==> src/rtl/spi_serf_regs.sv <==
// SPI responder for 16-bit {R/W_n, addr[6:0], data[7:0]} frames from the SPI monarch.
// Holds a 15-entry 8-bit register file (0x0-0xE), a read-only WHO_AM_I at 0x0F, and a
// local update port. All SPI pins are asynchronous to clk and are synchronized here.
module spi_serf_regs #(
  parameter logic [7:0] WHO_AM_I    = 8'h6A,
  parameter int         SYNC_STAGES = 2
) (
  input  logic       clk,
  input  logic       rst_n,
  input  logic       SS_n,
  input  logic       SCLK,
  input  logic       MOSI,
  output logic       MISO,
  input  logic       upd,
  input  logic [3:0] upd_addr,
  input  logic [7:0] upd_data,
  output logic       wr,
  output logic [3:0] wr_addr,
  output logic [7:0] wr_data,
  output logic       xfer_done
);

  typedef enum logic [1:0] {IDLE, CMD, DATA, WAIT_SS} state_t;

  logic [SYNC_STAGES-1:0] ss_sync_q, ss_sync_d;
  logic [SYNC_STAGES-1:0] sclk_sync_q, sclk_sync_d;
  logic [SYNC_STAGES-1:0] mosi_sync_q, mosi_sync_d;
  logic                   ss_prev_q, ss_prev_d;
  logic                   sclk_prev_q, sclk_prev_d;

  state_t     state_q, state_d;
  logic [3:0] bit_cnt_q, bit_cnt_d;
  logic [6:0] rx_q, rx_d;        // last seven received bits; the eighth is MOSI_s itself
  logic [7:0] tx_q, tx_d;
  logic [7:0] cmd_q, cmd_d;
  logic [7:0] data_q, data_d;
  logic [7:0] regs_q [15];
  logic [7:0] regs_d [15];
  logic       wr_q, wr_d;
  logic [3:0] wr_addr_q, wr_addr_d;
  logic [7:0] wr_data_q, wr_data_d;
  logic       xfer_done_q, xfer_done_d;

  logic ss_s, sclk_s, mosi_s;
  logic ss_fall, ss_rise, sclk_rise;
  logic [7:0] cmd_new;

  assign ss_s      = ss_sync_q[SYNC_STAGES-1];
  assign sclk_s    = sclk_sync_q[SYNC_STAGES-1];
  assign mosi_s    = mosi_sync_q[SYNC_STAGES-1];
  assign ss_fall   = ss_prev_q & ~ss_s;
  assign ss_rise   = ~ss_prev_q & ss_s;
  assign sclk_rise = ~sclk_prev_q & sclk_s;
  assign cmd_new   = {rx_q, mosi_s};

  assign MISO      = ((state_q == DATA) || (state_q == WAIT_SS)) ? tx_q[7] : 1'b0;
  assign wr        = wr_q;
  assign wr_addr   = wr_addr_q;
  assign wr_data   = wr_data_q;
  assign xfer_done = xfer_done_q;

  // Read mux: WHO_AM_I at 0x0F, register file below it, zero above
  function automatic logic [7:0] rdval(input logic [6:0] addr);
    if (addr == 7'h0F)     return WHO_AM_I;
    else if (addr < 7'h0F) return regs_q[addr[3:0]];
    else                   return 8'h00;
  endfunction

  // Synchronizer shift chains plus one edge-detect flop for SS_n and SCLK
  always_comb begin
    ss_sync_d   = {ss_sync_q[SYNC_STAGES-2:0], SS_n};
    sclk_sync_d = {sclk_sync_q[SYNC_STAGES-2:0], SCLK};
    mosi_sync_d = {mosi_sync_q[SYNC_STAGES-2:0], MOSI};
    ss_prev_d   = ss_s;
    sclk_prev_d = sclk_s;
  end

  // Frame state machine, shift registers, register file and commit strobes
  always_comb begin
    state_d     = state_q;
    bit_cnt_d   = bit_cnt_q;
    rx_d        = rx_q;
    tx_d        = tx_q;
    cmd_d       = cmd_q;
    data_d      = data_q;
    regs_d      = regs_q;
    wr_d        = 1'b0;
    wr_addr_d   = wr_addr_q;
    wr_data_d   = wr_data_q;
    xfer_done_d = 1'b0;

    // Local update first so a same-cycle SPI commit below overrides it
    if (upd && (upd_addr != 4'hF)) begin
      regs_d[upd_addr] = upd_data;
    end

    // SS_n edges win over any SCLK edge seen in the same cycle
    if (ss_rise) begin
      xfer_done_d = 1'b1;
      if ((state_q == WAIT_SS) && !cmd_q[7] && (cmd_q[6:0] < 7'h0F)) begin
        regs_d[cmd_q[3:0]] = data_q;
        wr_d      = 1'b1;
        wr_addr_d = cmd_q[3:0];
        wr_data_d = data_q;
      end
      state_d = IDLE;
    end else if (ss_fall) begin
      if (state_q == IDLE) begin
        bit_cnt_d = 4'd0;
        rx_d      = 7'd0;
        tx_d      = 8'd0;
        state_d   = CMD;
      end
    end else if (sclk_rise && ((state_q == CMD) || (state_q == DATA))) begin
      rx_d      = {rx_q[5:0], mosi_s};
      bit_cnt_d = bit_cnt_q + 4'd1;
      if (state_q == DATA) begin
        tx_d = {tx_q[6:0], 1'b0};
        if (bit_cnt_q == 4'd15) begin
          data_d  = cmd_new;
          state_d = WAIT_SS;
        end
      end else if (bit_cnt_q == 4'd7) begin
        cmd_d   = cmd_new;
        tx_d    = cmd_new[7] ? rdval(cmd_new[6:0]) : 8'h00;
        state_d = DATA;
      end
    end
  end

  // Register every piece of state; reset returns the block to idle with cleared registers
  always_ff @(posedge clk or negedge rst_n) begin
    if (!rst_n) begin
      ss_sync_q   <= '1;
      sclk_sync_q <= '1;
      mosi_sync_q <= '0;
      ss_prev_q   <= 1'b1;
      sclk_prev_q <= 1'b1;
      state_q     <= IDLE;
      bit_cnt_q   <= 4'd0;
      rx_q        <= 7'd0;
      tx_q        <= 8'd0;
      cmd_q       <= 8'd0;
      data_q      <= 8'd0;
      for (int i = 0; i < 15; i++) regs_q[i] <= 8'h00;
      wr_q        <= 1'b0;
      wr_addr_q   <= 4'd0;
      wr_data_q   <= 8'd0;
      xfer_done_q <= 1'b0;
    end else begin
      ss_sync_q   <= ss_sync_d;
      sclk_sync_q <= sclk_sync_d;
      mosi_sync_q <= mosi_sync_d;
      ss_prev_q   <= ss_prev_d;
      sclk_prev_q <= sclk_prev_d;
      state_q     <= state_d;
      bit_cnt_q   <= bit_cnt_d;
      rx_q        <= rx_d;
      tx_q        <= tx_d;
      cmd_q       <= cmd_d;
      data_q      <= data_d;
      regs_q      <= regs_d;
      wr_q        <= wr_d;
      wr_addr_q   <= wr_addr_d;
      wr_data_q   <= wr_data_d;
      xfer_done_q <= xfer_done_d;
    end
  end

endmodule
==> config.mk <==
export PLATFORM = sky130hd
export DESIGN_NAME = spi_serf_regs
export DESIGN_NICKNAME = d
export VERILOG_FILES = /design/src/rtl/spi_serf_regs.sv
export SDC_FILE = /design/constraint.sdc
export NUM_CORES = 1
export LEC_CHECK = 0
export BUFFER_PORTS_ARGS = -buffer_cell sky130_fd_sc_hd__buf_2
export CAP_MARGIN = 0
export CORE_UTILIZATION = 40
export CTS_CLUSTER_DIAMETER = 50
export CTS_CLUSTER_SIZE = 40
export DETAILED_ROUTE_END_ITERATION = 12
export HOLD_SLACK_MARGIN = 0.05
export MAX_ROUTING_LAYER = met4
export PLACE_DENSITY_LB_ADDON = 0.25
export SYNTH_ARGS = -nofsm -noshare
export SYNTH_HDL_FRONTEND = slang
export SYNTH_SLANG_ARGS = --single-unit
==> constraint.sdc <==
create_clock -name clk -period 2.2 [get_ports clk]
set_input_delay 0.22 -clock clk [delete_from_list [all_inputs] [get_ports clk]]
set_output_delay 0.22 -clock clk [all_outputs]
set_load 0.01 [all_outputs]
After elaboration in Yosys (flattened, before gate mapping). Index checks and enable logic that the tools add are counted.

Add/sub/neg operators: 1. Magnitude comparators: 7. Equality and inequality tests: 10. Multiplexer cells: 37. Bitwise operators: 12. Reductions and logical operators: 20.

Operators with widths (number): 120-bit 2-to-1 mux (3); 120-bit bitwise mux (2); 8-bit 2-to-1 mux (12); 8-bit demux with 4-bit select (2); 8-bit binary-select mux with 4-bit select (1); 7-bit 2-to-1 mux (3); 5-bit greater-or-equal comparator (second input constant) (3); 4-bit NOT with 5-bit output (3); 7-bit by 4-bit < comparator with 1-bit output (second input constant) (2); 2-bit 2-to-1 mux (7); 4-bit 2-to-1 mux (3); 5-bit by 1-bit < comparator with 1-bit output (second input constant) (2); 5-bit AND reduction (2); 4-bit AND reduction (2); 7-bit by 4-bit equality test with 1-bit output (second input constant) (1); 1-bit logical AND (6); 1-bit NOT (6); 3-bit nonzero test (2); 4-bit by 1-bit adder with 4-bit output (second input constant) (1); 2-bit equality test (second input constant) (2); 4-bit by 3-bit equality test with 1-bit output (second input constant) (1); 4-bit equality test (second input constant) (1); 1-bit 2-to-1 mux (4); 4-bit by 3-bit != test with 1-bit output (second input constant) (1); other kinds (12) (15).

Bits in registers: 179. Input port bits: 18. Output and inout bits: 15. Word-level logic and storage cells: 117.

Depth between registers and ports, before layout.
Depth after elaboration: 11. Gate-level depth with buffers: 9.

Worst setup path before layout. OpenSTA, ideal clock, no wires.

Path type: register -> register. From: reg ss_prev_q. To: reg cmd_q[0]. Setup time: 125 ps. Arrival time: 1899 ps. Path slack: 176 ps. Cell stages (with the launch flop): 8. Path buffers: 2. Clock period less this slack: 2024 ps. Cell sequence: dfstp_2 > inv_1 > ha_1 > buf_2 > nor3_2 > or3b_1 > buf_2 > mux2_2.

Word-level cells in the longest chain between the ends: 4.

Ends and longest elaborated chain: from (decl) (RTL line 28) `logic ss_prev_q, ss_prev_d;`; from (signal assigned) (RTL line 154) `ss_prev_q <= ss_prev_d;`; 1-bit NOT (RTL line 52) `assign ss_rise = ~ss_prev_q & ss_s;`; 1-bit AND (RTL line 52); named net ss_rise (RTL line 45) `logic ss_fall, ss_rise, sclk_rise;`; 1-bit NOT (no source line); 5-bit AND reduction (no source line); to (signal assigned) (RTL line 160) `cmd_q <= cmd_d;`; to (decl) (RTL line 35) `logic [7:0] cmd_q, cmd_d;`.

The timed path passes the listed nets, and every way through them passes these cells. A chain may end at the register's enable or synchronous reset.

Final worst setup path.
From: reg ss_sync_q[1]. To: reg tx_q[3].

Word-level cells in the longest chain between the ends: 4.

Ends and longest elaborated chain: from (decl) (RTL line 25) `logic [SYNC_STAGES-1:0] ss_sync_q, ss_sync_d;`; from (signal assigned) (RTL line 151) `ss_sync_q <= ss_sync_d;`; 1-bit NOT (RTL line 51) `assign ss_fall = ss_prev_q & ~ss_s;`; 1-bit AND (RTL line 51); 2-bit by 1-bit != test with 1-bit output (no source line) (tied with other cells); 4-bit AND reduction (no source line); to (signal assigned) (RTL line 159) `tx_q <= tx_d;`; to (decl) (RTL line 34) `logic [7:0] tx_q, tx_d;`.

Parallel ways exist; a longest one is shown, timed or not.

==> results.txt <==
Status -> finished clean
GR Layer Usage met3 -> 0.0311
Synth Area in Simple Gates -> 0.117
Root Buffer -> clkbuf_16
Cells after synthesis -> 854
GR Util met2 -> 0.369
TritonCTS buffer count -> 17
TritonRoute pass-1 iters -> 5
Post-synthesis async set-or-reset flop share -> 1.00
Clock Path Buffers -> 2
Setup TNS -> 0 ns
Die height -> 155 um
Via-per-instance ratio -> 5.61
Total track usage -> 0.232
Worst Path Required -> 2.50 ns
Worst IR Drop VDD -> 0.000423 V
Synth unique cells -> 59
Clock sink total -> 179
RSZ-0062 raised after global routing -> false
R2r setup slk -> 0.13 ns
Initial antenna violation count -> 0
Relative slew slack -> 0.386
Fmax -> 483 MHz
Pins Over Slew Limit -> 0
Routed len/inst -> 21.7 um
Final Total Pwr -> 8540 uW
#FFs+latches synth -> 179
Detailed-route DRC error count -> 0
Hold Path Class -> in -> async
Initial Util -> 0.410
Final hold vios -> 0
Std-Cell Rows -> 55
Final WS setup -> 0.132 ns
Count of final setup violators -> 0
Startpoint types -> flop
Ports -> 33
Post-route clock period utilization -> 0.940
R2R depth -> 6
Fin nets -> 906
Largest family of logic cells by synthesized area -> multiplexers
Leak Pwr -> 0.00484 uW
Largest net degree at the start of global routing -> 54
Area of the core -> 22700 sq um
XOR/XNOR Fraction of Synth Area -> 0.00282
Htree depth -> 4
TritonCTS clock tree -> done
Worst Path Max Fanout -> 8
Final clock skew -> 0.00959 ns
WP data arrival -> 2.37 ns
WS Path Type -> reg -> reg
Post-Synth Adder-Cell Area -> 0.00940
Layer with the highest usage -> met2
Final ANT Viol Nets -> 0
# port buffers -> 32
Fin crit period -> 2.07 ns
Complex-gate fraction of the synthesized area -> 0.113
Area growth, synth to finish -> 12.8%
Worst setup EP type -> flop
Share of layout cells above drive strength 1 -> 0.198
Overall overflow remaining after global route -> 0
Clk slew on worst S/H paths -> 0.07 ns
Power per cell area -> 813 nW/um^2
Mux cell area share after synthesis -> 0.238
Ys flop type -> dfrtp_1
EDFF count, synth -> 0
Cell area after synthesis -> 9320 sq um
Placed Area -> 9880 sq um
Post-Synthesis Net Count -> 879
Vias in the first global route -> 6564
DIE AREA -> 23900 sq um
GP Congestion -> 0.819
Fin area -> 10500 sq um
Iteration-0 DRC Markers -> 475
# diodes -> 0
Vias -> 6608
Maxcap violations -> 0
GR Util met1 -> 0.299
Die X-Extent -> 155 um
Routed WL -> 25600 um
Syn Area/Cell -> 10.9 sq um
Dpl ws -> 0.128 ns
Yosys synthesis warning count -> 0
First-pass GRT wire length -> 40100 um
Tightest Pin Transition -> 0.920 ns
Clk_lat worst skew -> 0.44 ns
Post-CTS setup buffers -> 0
HPWL after DPL -> 17000 um
Sequential-to-total area share from yosys stat -> 0.482
==> registers in the layout, summed over array words and instances (netlist names), 2 cells and up <==
signal and flops:
bit_cnt_q 4, rx_q 7, ss_sync_q 2, sclk_sync_q 2
data_q 8, tx_q 8, cmd_q 8, mosi_sync_q 2
state_q 2, wr_data 8, regs_q 120, wr_addr 4
==> path summary, 6_finish.rpt <==
kind,start,end
worst max-delay path,ss_sync_q[1],tx_q[3]
worst min-delay path,rst_n,wr_data[2]
worst max register to register,ss_sync_q[1],tx_q[3]
worst min register to register,sclk_sync_q[0],sclk_sync_q[1]
max in group asynchronous,rst_n,ss_sync_q[1]
min in group clk,upd_data[6],regs_q[110]
==> cells by family (layout without fill, tap and decap cells) <==
family / Yosys count / in the layout
simple gates: 223 / 223
flops: 179 / 179
mux: 189 / 189
fa+ha+maj: 7 / 7
buf+inv: 77 / 116
xor+xnor: 3 / 3
compound gates: 176 / 176
==> cell usage after synthesis (13+ instances only) <==
master | number | area (sq um)
o21ai_0 | 19 | 95.1
dfrtp_1 | 173 | 4330
clkbuf_1 | 34 | 128
nor2_1 | 110 | 413
a211oi_1 | 13 | 97.6
buf_2 | 19 | 95.1
nor2b_1 | 13 | 81.3
mux4_2 | 16 | 360
nand2_1 | 32 | 120
mux2_2 | 24 | 270
mux2i_1 | 137 | 1370
a21oi_1 | 97 | 485
==> stage by stage <==
step	instances	hold WS, ns	utilization
floorplan	854	-0.0756	-
global placement	1143	0.156	0.435
detailed placement	1143	0.155	0.435
CTS	1178	0.267	0.463
global route	1178	0.292	0.463
finish	1178	0.261	0.463
==> power by group <==
group / switching [uW] / internal (uW)
combinational: 633 / 685
sequential: 326 / 3830
clock: 1340 / 1730
total: 2290 / 6240
==> routing by layer <==
metal / part of all wire / wire, um / vias up
met5: 0 / 0 / -
met4: 0.030 / 765 / 0
met3: 0.032 / 811 / 49
met2: 0.49 / 12600 / 137
met1: 0.44 / 11400 / 3289
li1: - / - / 3133
==> critical path, cell delays in order (launching register included) <==
cell and delay [ns]:
dfstp_2 0.56, inv_1 0.06, ha_1 0.26, nand4bb_1 0.22, a221o_2 0.51, a22oi_1 0.22, o31ai_1 0.11
==> what timing repair did <==
action	4_1_cts	5_1_grt
setup endpoints to repair	0	2
resized for setup	0	1
hold buffers	4	0
endpoints found under the hold margin	37	0
==> placed cells by master, fill, tap and decap left out, types with 9 or more instances in the layout <==
master and count:
mux2_4 9, o31ai_1 10, mux4_2 16, a211oi_1 13, nand2_1 32, a21oi_1 97
buf_4 39, mux2i_1 137, nand4_1 12, buf_2 31, clkbuf_16 17, nor2_1 110
mux2_2 24, o21ai_0 19, nor2b_1 13, dfrtp_1 172
==> layout make-up <==
cell class,count,area (sq um)
tap,285,357
timing repair buffer,79,579
clock inverter,12,131
multi-input combinational,598,4480
clock buffer,19,453
inverter,6,22.5
fill,2109,12200
sequential,179,4490
Note: power is estimated with default switching activity, not from simulation.
